## config.mk

```make
export PLATFORM = sky130hd
export DESIGN_NAME = fp2_addsub_arbiter
export DESIGN_NICKNAME = d
export VERILOG_FILES = /design/src/rtl/fp2_addsub_arbiter.sv
export SDC_FILE = /design/constraint.sdc
export NUM_CORES = 1
export LEC_CHECK = 0
export BUFFER_PORTS_ARGS = -buffer_cell sky130_fd_sc_hd__buf_2
export CAP_MARGIN = 20
export CORE_AREA = 5 5 89 91
export DETAILED_ROUTE_END_ITERATION = 8
export DIE_AREA = 0 0 94 96
export HOLD_SLACK_MARGIN = 0.06
export PLACE_DENSITY = 0.66
export REMOVE_ABC_BUFFERS = 1
export SLEW_MARGIN = 20
export SYNTH_ARGS = -nofsm -noshare
export SYNTH_HDL_FRONTEND = slang
export SYNTH_SLANG_ARGS = --single-unit
```

## constraint.sdc

```tcl
create_clock -name clk -period 1.3 [get_ports clk]
set_input_delay 0.065 -clock clk [delete_from_list [all_inputs] [get_ports clk]]
set_output_delay 0.065 -clock clk [all_outputs]
set_load 0.03 [all_outputs]
```

## src/rtl/fp2_addsub_arbiter.sv

```systemverilog
// Two-requester round-robin arbiter in front of a shared GF(p)/GF(p^2) add/sub unit.
// Optional watchdog on the unit's done pulse: define FP2_ARB_WATCHDOG_EN.
module fp2_addsub_arbiter #(
   parameter int RADIX      = 32,
   parameter int DIGITS     = 14,
   parameter int DIGITS_LOG = $clog2(DIGITS),
   parameter int TIMEOUT    = 255
) (
   input  logic                  clk,
   input  logic                  rst_n,
   input  logic                  req0,
   input  logic [2:0]            cmd0,
   input  logic                  ext0,
   output logic                  grant0,
   output logic                  done0,
   output logic                  err0,
   input  logic                  rd0_en,
   input  logic [DIGITS_LOG-1:0] rd0_addr,
   output logic [RADIX-1:0]      c00_dout,
   output logic [RADIX-1:0]      c10_dout,
   input  logic                  req1,
   input  logic [2:0]            cmd1,
   input  logic                  ext1,
   output logic                  grant1,
   output logic                  done1,
   output logic                  err1,
   input  logic                  rd1_en,
   input  logic [DIGITS_LOG-1:0] rd1_addr,
   output logic [RADIX-1:0]      c01_dout,
   output logic [RADIX-1:0]      c11_dout,
   output logic                  u_start,
   output logic [2:0]            u_cmd,
   output logic                  u_ext,
   input  logic                  u_done,
   output logic                  u_c0_rd_en,
   output logic [DIGITS_LOG-1:0] u_c0_rd_addr,
   output logic                  u_c1_rd_en,
   output logic [DIGITS_LOG-1:0] u_c1_rd_addr,
   input  logic [RADIX-1:0]      u_c0_dout,
   input  logic [RADIX-1:0]      u_c1_dout
);

   typedef enum logic [1:0] {IDLE, START, WAIT, HOLD} state_t;

   state_t state;
   logic   ptr;
   logic   sel1;
   logic   cmd_ok;
   logic   hold;
   logic   own_req;

   // ptr names the winner only when both requesters are asking
   assign sel1    = req1 && (!req0 || ptr);
   assign cmd_ok  = (u_cmd != 3'd0) && (u_cmd <= 3'd5);
   assign hold    = (state == HOLD);
   assign own_req = grant1 ? req1 : req0;

`ifdef FP2_ARB_WATCHDOG_EN
   localparam int WD_W = ($clog2(TIMEOUT + 1) > 8) ? $clog2(TIMEOUT + 1) : 8;
   logic [WD_W-1:0] wd_cnt;
`endif

   always_ff @(posedge clk or negedge rst_n) begin
      if (!rst_n) begin
         state   <= IDLE;
         ptr     <= 1'b0;
         grant0  <= 1'b0;
         grant1  <= 1'b0;
         done0   <= 1'b0;
         done1   <= 1'b0;
         err0    <= 1'b0;
         err1    <= 1'b0;
         u_start <= 1'b0;
         u_cmd   <= 3'd0;
         u_ext   <= 1'b0;
`ifdef FP2_ARB_WATCHDOG_EN
         wd_cnt  <= '0;
`endif
      end else begin
         done0   <= 1'b0;
         done1   <= 1'b0;
         err0    <= 1'b0;
         err1    <= 1'b0;
         u_start <= 1'b0;
         case (state)
            IDLE: if (req0 || req1) begin
               grant0 <= !sel1;
               grant1 <= sel1;
               u_cmd  <= sel1 ? cmd1 : cmd0;
               u_ext  <= sel1 ? ext1 : ext0;
               state  <= START;
            end
            START: if (cmd_ok) begin
               u_start <= 1'b1;
               state   <= WAIT;
`ifdef FP2_ARB_WATCHDOG_EN
               wd_cnt  <= '0;
`endif
            end else begin
               done0 <= grant0;
               done1 <= grant1;
               err0  <= grant0;
               err1  <= grant1;
               state <= HOLD;
            end
            WAIT: begin
               // u_done wins over a watchdog expiry in the same cycle
               if (u_done) begin
                  done0 <= grant0;
                  done1 <= grant1;
                  state <= HOLD;
               end
`ifdef FP2_ARB_WATCHDOG_EN
               else if (wd_cnt == WD_W'(TIMEOUT - 1)) begin
                  done0 <= grant0;
                  done1 <= grant1;
                  err0  <= grant0;
                  err1  <= grant1;
                  state <= HOLD;
               end else begin
                  wd_cnt <= wd_cnt + 1'b1;
               end
`endif
            end
            HOLD: if (!own_req) begin
               ptr    <= grant0;
               grant0 <= 1'b0;
               grant1 <= 1'b0;
               u_cmd  <= 3'd0;
               u_ext  <= 1'b0;
               state  <= IDLE;
            end
            default: state <= IDLE;
         endcase
      end
   end

   // Result read-back: only the owner's port reaches the unit, only in HOLD
   assign u_c0_rd_en   = hold && (grant1 ? rd1_en : rd0_en);
   assign u_c1_rd_en   = u_c0_rd_en;
   assign u_c0_rd_addr = hold ? (grant1 ? rd1_addr : rd0_addr) : '0;
   assign u_c1_rd_addr = u_c0_rd_addr;
   assign c00_dout     = (hold && grant0) ? u_c0_dout : '0;
   assign c10_dout     = (hold && grant0) ? u_c1_dout : '0;
   assign c01_dout     = (hold && grant1) ? u_c0_dout : '0;
   assign c11_dout     = (hold && grant1) ? u_c1_dout : '0;

endmodule

```

Yosys cells after proc, flatten, opt, wreduce, memory -nomap -nowiden. Index checks and enable logic that the tools add are counted.

Flip-flop bits (word level): 14. Output and inout bits: 149. Logic and storage cells: 69.

Magnitude comparators: 1. Mux-type cells: 35. Reductions and logical operators: 15. Eq/ne operators: 6. Bitwise operators: 1.

Operators with widths (count): 32-bit two-way mux (4); 1-bit two-way mux (16); 1-bit case mux with 2 select lines (5); 3-bit two-way mux (3); 4-bit two-way mux (2); 2-bit case mux with 4 select lines (1); 2-bit two-way mux (3); 2-bit inequality test (second input constant) (3); 3-bit case mux with 2 select lines (1); 3-bit AND reduction (2); 1-bit logical AND (5); 2-bit equality test (second input constant) (2); 3-bit less-or-equal comparator (second input constant) (1); 3-bit nonzero test (1); 2-bit by 1-bit equality test with 1-bit output (second input constant) (1); 1-bit logical NOT (2); 2-bit logical NOT (1); 1-bit logical OR (2); 2-bit AND reduction (1); 2-bit nonzero test (1); 1-bit inverter (1).

Longest topological paths before layout.
Depth after elaboration: 6. Depth in mapped cells: 6.

Worst setup path after synthesis. No wires, ideal clock.

Kind: reg2out. From: register grant1. To: output port u_c1_rd_addr[0]. Stages on the path, launching flop included: 6. Path buffers: 3. Data required time: 1.235 ns. Setup slack: -0.541 ns. Arrival: 1.776 ns. Path through: dfrtp_1 -> buf_6 -> clkbuf_1 -> mux2i_1 -> nor2_1 -> buf_4.

Cells in the longest elaborated chain, start to end: 2.

Ends and longest elaborated chain: start: declaration (RTL line 24) `output logic grant1,`; start signal: assignment (RTL line 88) `grant1 <= sel1;`; 4-bit two-way mux (2 in a row) (RTL line 141) `assign u_c0_rd_addr = hold ? (grant1 ? rd1_addr : rd0_addr) : '0;`; end: declaration (RTL line 38) `output logic [DIGITS_LOG-1:0] u_c1_rd_addr,`.

No other way between the ends.

Final worst setup path.
From: register state[1]. To: output port c01_dout[0].

Cells in the longest elaborated chain, start to end: 3.

Ends and longest elaborated chain: start: declaration (RTL line 45) `state_t state;`; start signal: assignment (RTL line 65) `state <= IDLE;`; start signal: assignment (RTL line 91) `state <= START;`; start signal: assignment (RTL line 95) `state <= WAIT;`; 2-bit equality test (RTL line 55) `assign hold = (state == HOLD);`; 1-bit logical AND (RTL line 145) `assign c01_dout = (hold && grant1) ? u_c0_dout : '0;`; 32-bit two-way mux (RTL line 145); end: declaration (RTL line 29) `output logic [RADIX-1:0] c01_dout,`.

No other way between the ends.

==> summary.md <==
| Metric | Value |
|---|---|
| Outcome | complete, but fails checks |
| Failing checks | negative setup slack |
| Inserted Diodes | 0 |
| Area of the core | between 7000 and 8000 µm² |
| Final Hold Vio Count | 0 |
| Io pins | approximately 240 |
| Crit path arrival time | about 1500 ps |
| Row count | 31 |
| Most instantiated cells after synthesis | and3_1, clkbuf_1, dfrtp_1 |
| CTS tree | yes |
| Post-synth EDFFs | 0 |
| Area of the multi-input gates | about 1400 µm² |
| Pin count of the biggest net entering global routing | 46 |
| DR pass1 iterations | 6 |
| Final core utilization | a little under three fifths |
| Cells on worst reg2reg path | 6 |
| Longest Clk Path Bufs | 2 |
| Worst-Skew Late Latency | ~250 ps |
| # DRC | 0 |
| Initial DRC Count | 57 |
| Routability cong. | between 0.8 and 0.9 |
| WS Path Type | reg2out |
| Largest area contributor in the netlist | and3_1 |
| Port Buf Inserts | about 240 |
| Sequential share of the synthesized area | between 20% and 30% |
| Clk pwr share | approximately 5.5% |
| CTS Root Cell | clkbuf_8 |
| Pleak | between 0.002 and 0.0025 µW |
| PwrDens | 1993 nW/µm² |
| Setup violations, final | approximately 150 |
| Max_slew headroom | roughly 75% |
| Hpwl dp | ~7400 µm |
| Highest clock rate | 629.9 MHz |
| Synth unique cells | 25 |
| Max-Cap Viols | 0 |
| Most frequent cell after synthesis | and3_1 |
| Critical Path Source Type | flop |
| Post-route setup slack | -287.6 ps |
| Per-cell routed wire length | roughly 18 µm |
| Post-Route Skew | ~2.5 ps |
| Clock sinks | 14 |
| Die W | roughly 94 µm |
| Die footprint | ~9000 µm² |
| P_sw | about 4200 µW |
| Number of global-route vias before repair | roughly 2,600 |
| Fraction of layout cells with a size suffix above 1 | approximately two thirds |
| Clk slew on worst S/H paths | about 60 ps |
| Sequential cell area | 351.6 µm² |
| Hold depth | 3 |
| Via count | 2,784 |
| Worst-margin pin slew | between 300 and 400 ps |
| Int Pwr | ~3700 µW |
| Switch share | between 50% and 60% |
| CTS H-tree lvls | 1 |
| GRT Util Overall | about a fifth |
| Synth top area cells | and3_1, dfrtp_1, clkbuf_1, mux2i_1, ha_1 |
| Tot Pwr | approximately 8000 µW |
| Routed WL | around 10,000 µm |
| CTS buffer count | 3 |
| Gr ovfl total | 0 |
| Final Net Count | around 560 |
| Main synth FF type | dfrtp_1 |
| Vias per inst | approximately 4.9 |
| Synth warnings | 0 |
| Mean Syn Cell Area | roughly 7.3 µm² |
| Worst vdd ir | 0.001225 V |
| Post-Syn Instances | about 240 |
| Logic pwr share | between 80% and 90% |
| Share of the synthesized area in the top cell type | 46.83% |
| Crit Path Max Fanout | 30 |
| Pre-CTS setup slack | -221.7 ps |
| Tightest Hold Check Type | in2reg |
| Seq pwr share | a little under a tenth |
| Final Critical Period | 1588 ps |
| Mapped Area | around 1700 µm² |
| Layout area overhead | 129.8% |
| Crit end category | output pin |
| Critical Path RT | around 1200 ps |
| Flops & latches, synth | 14 |
| Starting density of the core | around 25% |
| Antenna violations before repair | 8 |
| R2r setup slk | -250 ps |
| Fin crit share | 122.1% |
| Global-route wire length before repair | 13,790 µm |
| Final Max Tran Viols | 0 |
| Number of fill cells | 620 |
| Antenna Nets Post-Route | 0 |
| RSZ-0062 raised after global routing | yes |
| Die Span Y | ~96 µm |
| Asr flop ratio synth | between 90% and 100% |
per-layer routing:
metal / part of all wire (%) / track usage (%) / up-vias
met4: 1.3 / 3.129 / 16
met3: 10 / 8.053 / 30
li1: - / - / 1315
met5: 1.1 / 0 / -
met2: 50 / 33.59 / 158
met1: 37 / 22.30 / 1265
cells in the final DEF (no fill, tap or decap), types with 2 or more instances in the layout:
| cell type | netlist | layout |
|---|---|---|
| nor2_1 | 8 | 2 |
| o21ai_1 | 6 | 6 |
| buf_2 | 1 | 150 |
| nand2_1 | 10 | 10 |
| buf_16 | 0 | 3 |
| o21ai_2 | 1 | 2 |
| dfrtp_1 | 14 | 13 |
| buf_4 | 5 | 21 |
| nor2_4 | 0 | 5 |
| buf_12 | 0 | 5 |
| and3_1 | 130 | 97 |
| and3_4 | 0 | 33 |
| ha_1 | 5 | 4 |
| buf_6 | 1 | 76 |
| and2_1 | 4 | 4 |
| clkbuf_8 | 0 | 4 |
| mux2i_1 | 9 | 9 |
| inv_1 | 5 | 5 |
power by group through the flow:
stage               registers, µW  logic (µW)  clock network, µW
CTS                           760        6380                444
global route                  776        7180                460
floorplan                    1190        2650                  0
finish                        758        6760                435
global placement              748        5030                  0
detailed placement            752        5090                  0
worst max-delay path, cell delays in order, from the launching register on:
cell and delay (ps):
dfrtp_1 420, ha_4 240, buf_6 210, and3_1 190
buf_2 210
sequential cells by signal, indices dropped and copies added, names as in the netlist:
signal / flops
done0: 1
ptr: 1
grant1: 1
done1: 1
err1: 1
err0: 1
grant0: 1
u_cmd: 3
u_start: 1
state: 2
u_ext: 1
stage by stage:
step / cell area (µm²) / cells / setup TNS, ps / hold WS [ps]
2_1_floorplan: 1582 / 204 / -186540 / -230.6
3_3_place_gp: 3020 / 551 / -9094 / -26.53
3_5_place_dp: 3020 / 551 / -12070 / -16.40
4_1_cts: 3792 / 562 / -32820 / 98.40
5_1_grt: 3990 / 565 / -41420 / 106.9
6_report: 3990 / 565 / -32560 / 99.04
cell families after synthesis:
logic type,synth area share (%)
DFF,20.17
buffers and inverters,10.01
AOI/OAI and AO/OA,5.908
muxes,6.700
and+or+nand+nor,53.60
adders and majority gates,3.602
what timing repair did:
action / CTS / global route
endpoints found under the hold margin: 14 / 0
gates resized for setup: 180 / 38
setup buffers: 3 / 2
cloned: 3 / 1
endpoints found under the setup margin: 148 / 150
hold buffers: 1 / 0
pin swaps: 2 / 2
path summary, 6_finish.rpt:
| check | from | endpoint |
|---|---|---|
| max | state[1]$_DFFE_PN0P_ | c01_dout[0] |
| min | ext1 | u_ext$_DFFE_PN0P_ |
| max reg2reg | state[0]$_DFFE_PN0P_ | state[0]$_DFFE_PN0P_ |
| min reg2reg | u_ext$_DFFE_PN0P_ | u_ext$_DFFE_PN0P_ |
| max in group asynchronous | rst_n | grant1$_DFFE_PN0P_ |
| min in group asynchronous | rst_n | u_cmd[0]$_DFFE_PN0P_ |
final cells by class:
cell class,instances,area share (%)
Multi-Input combinational cell,185,36.19
Clock buffer,4,1.380
Inverter,5,0.4704
Tap cell,99,3.104
Timing Repair Buffer,258,50.05
Sequential cell,14,8.812
(Power assumes the default switching activity.)
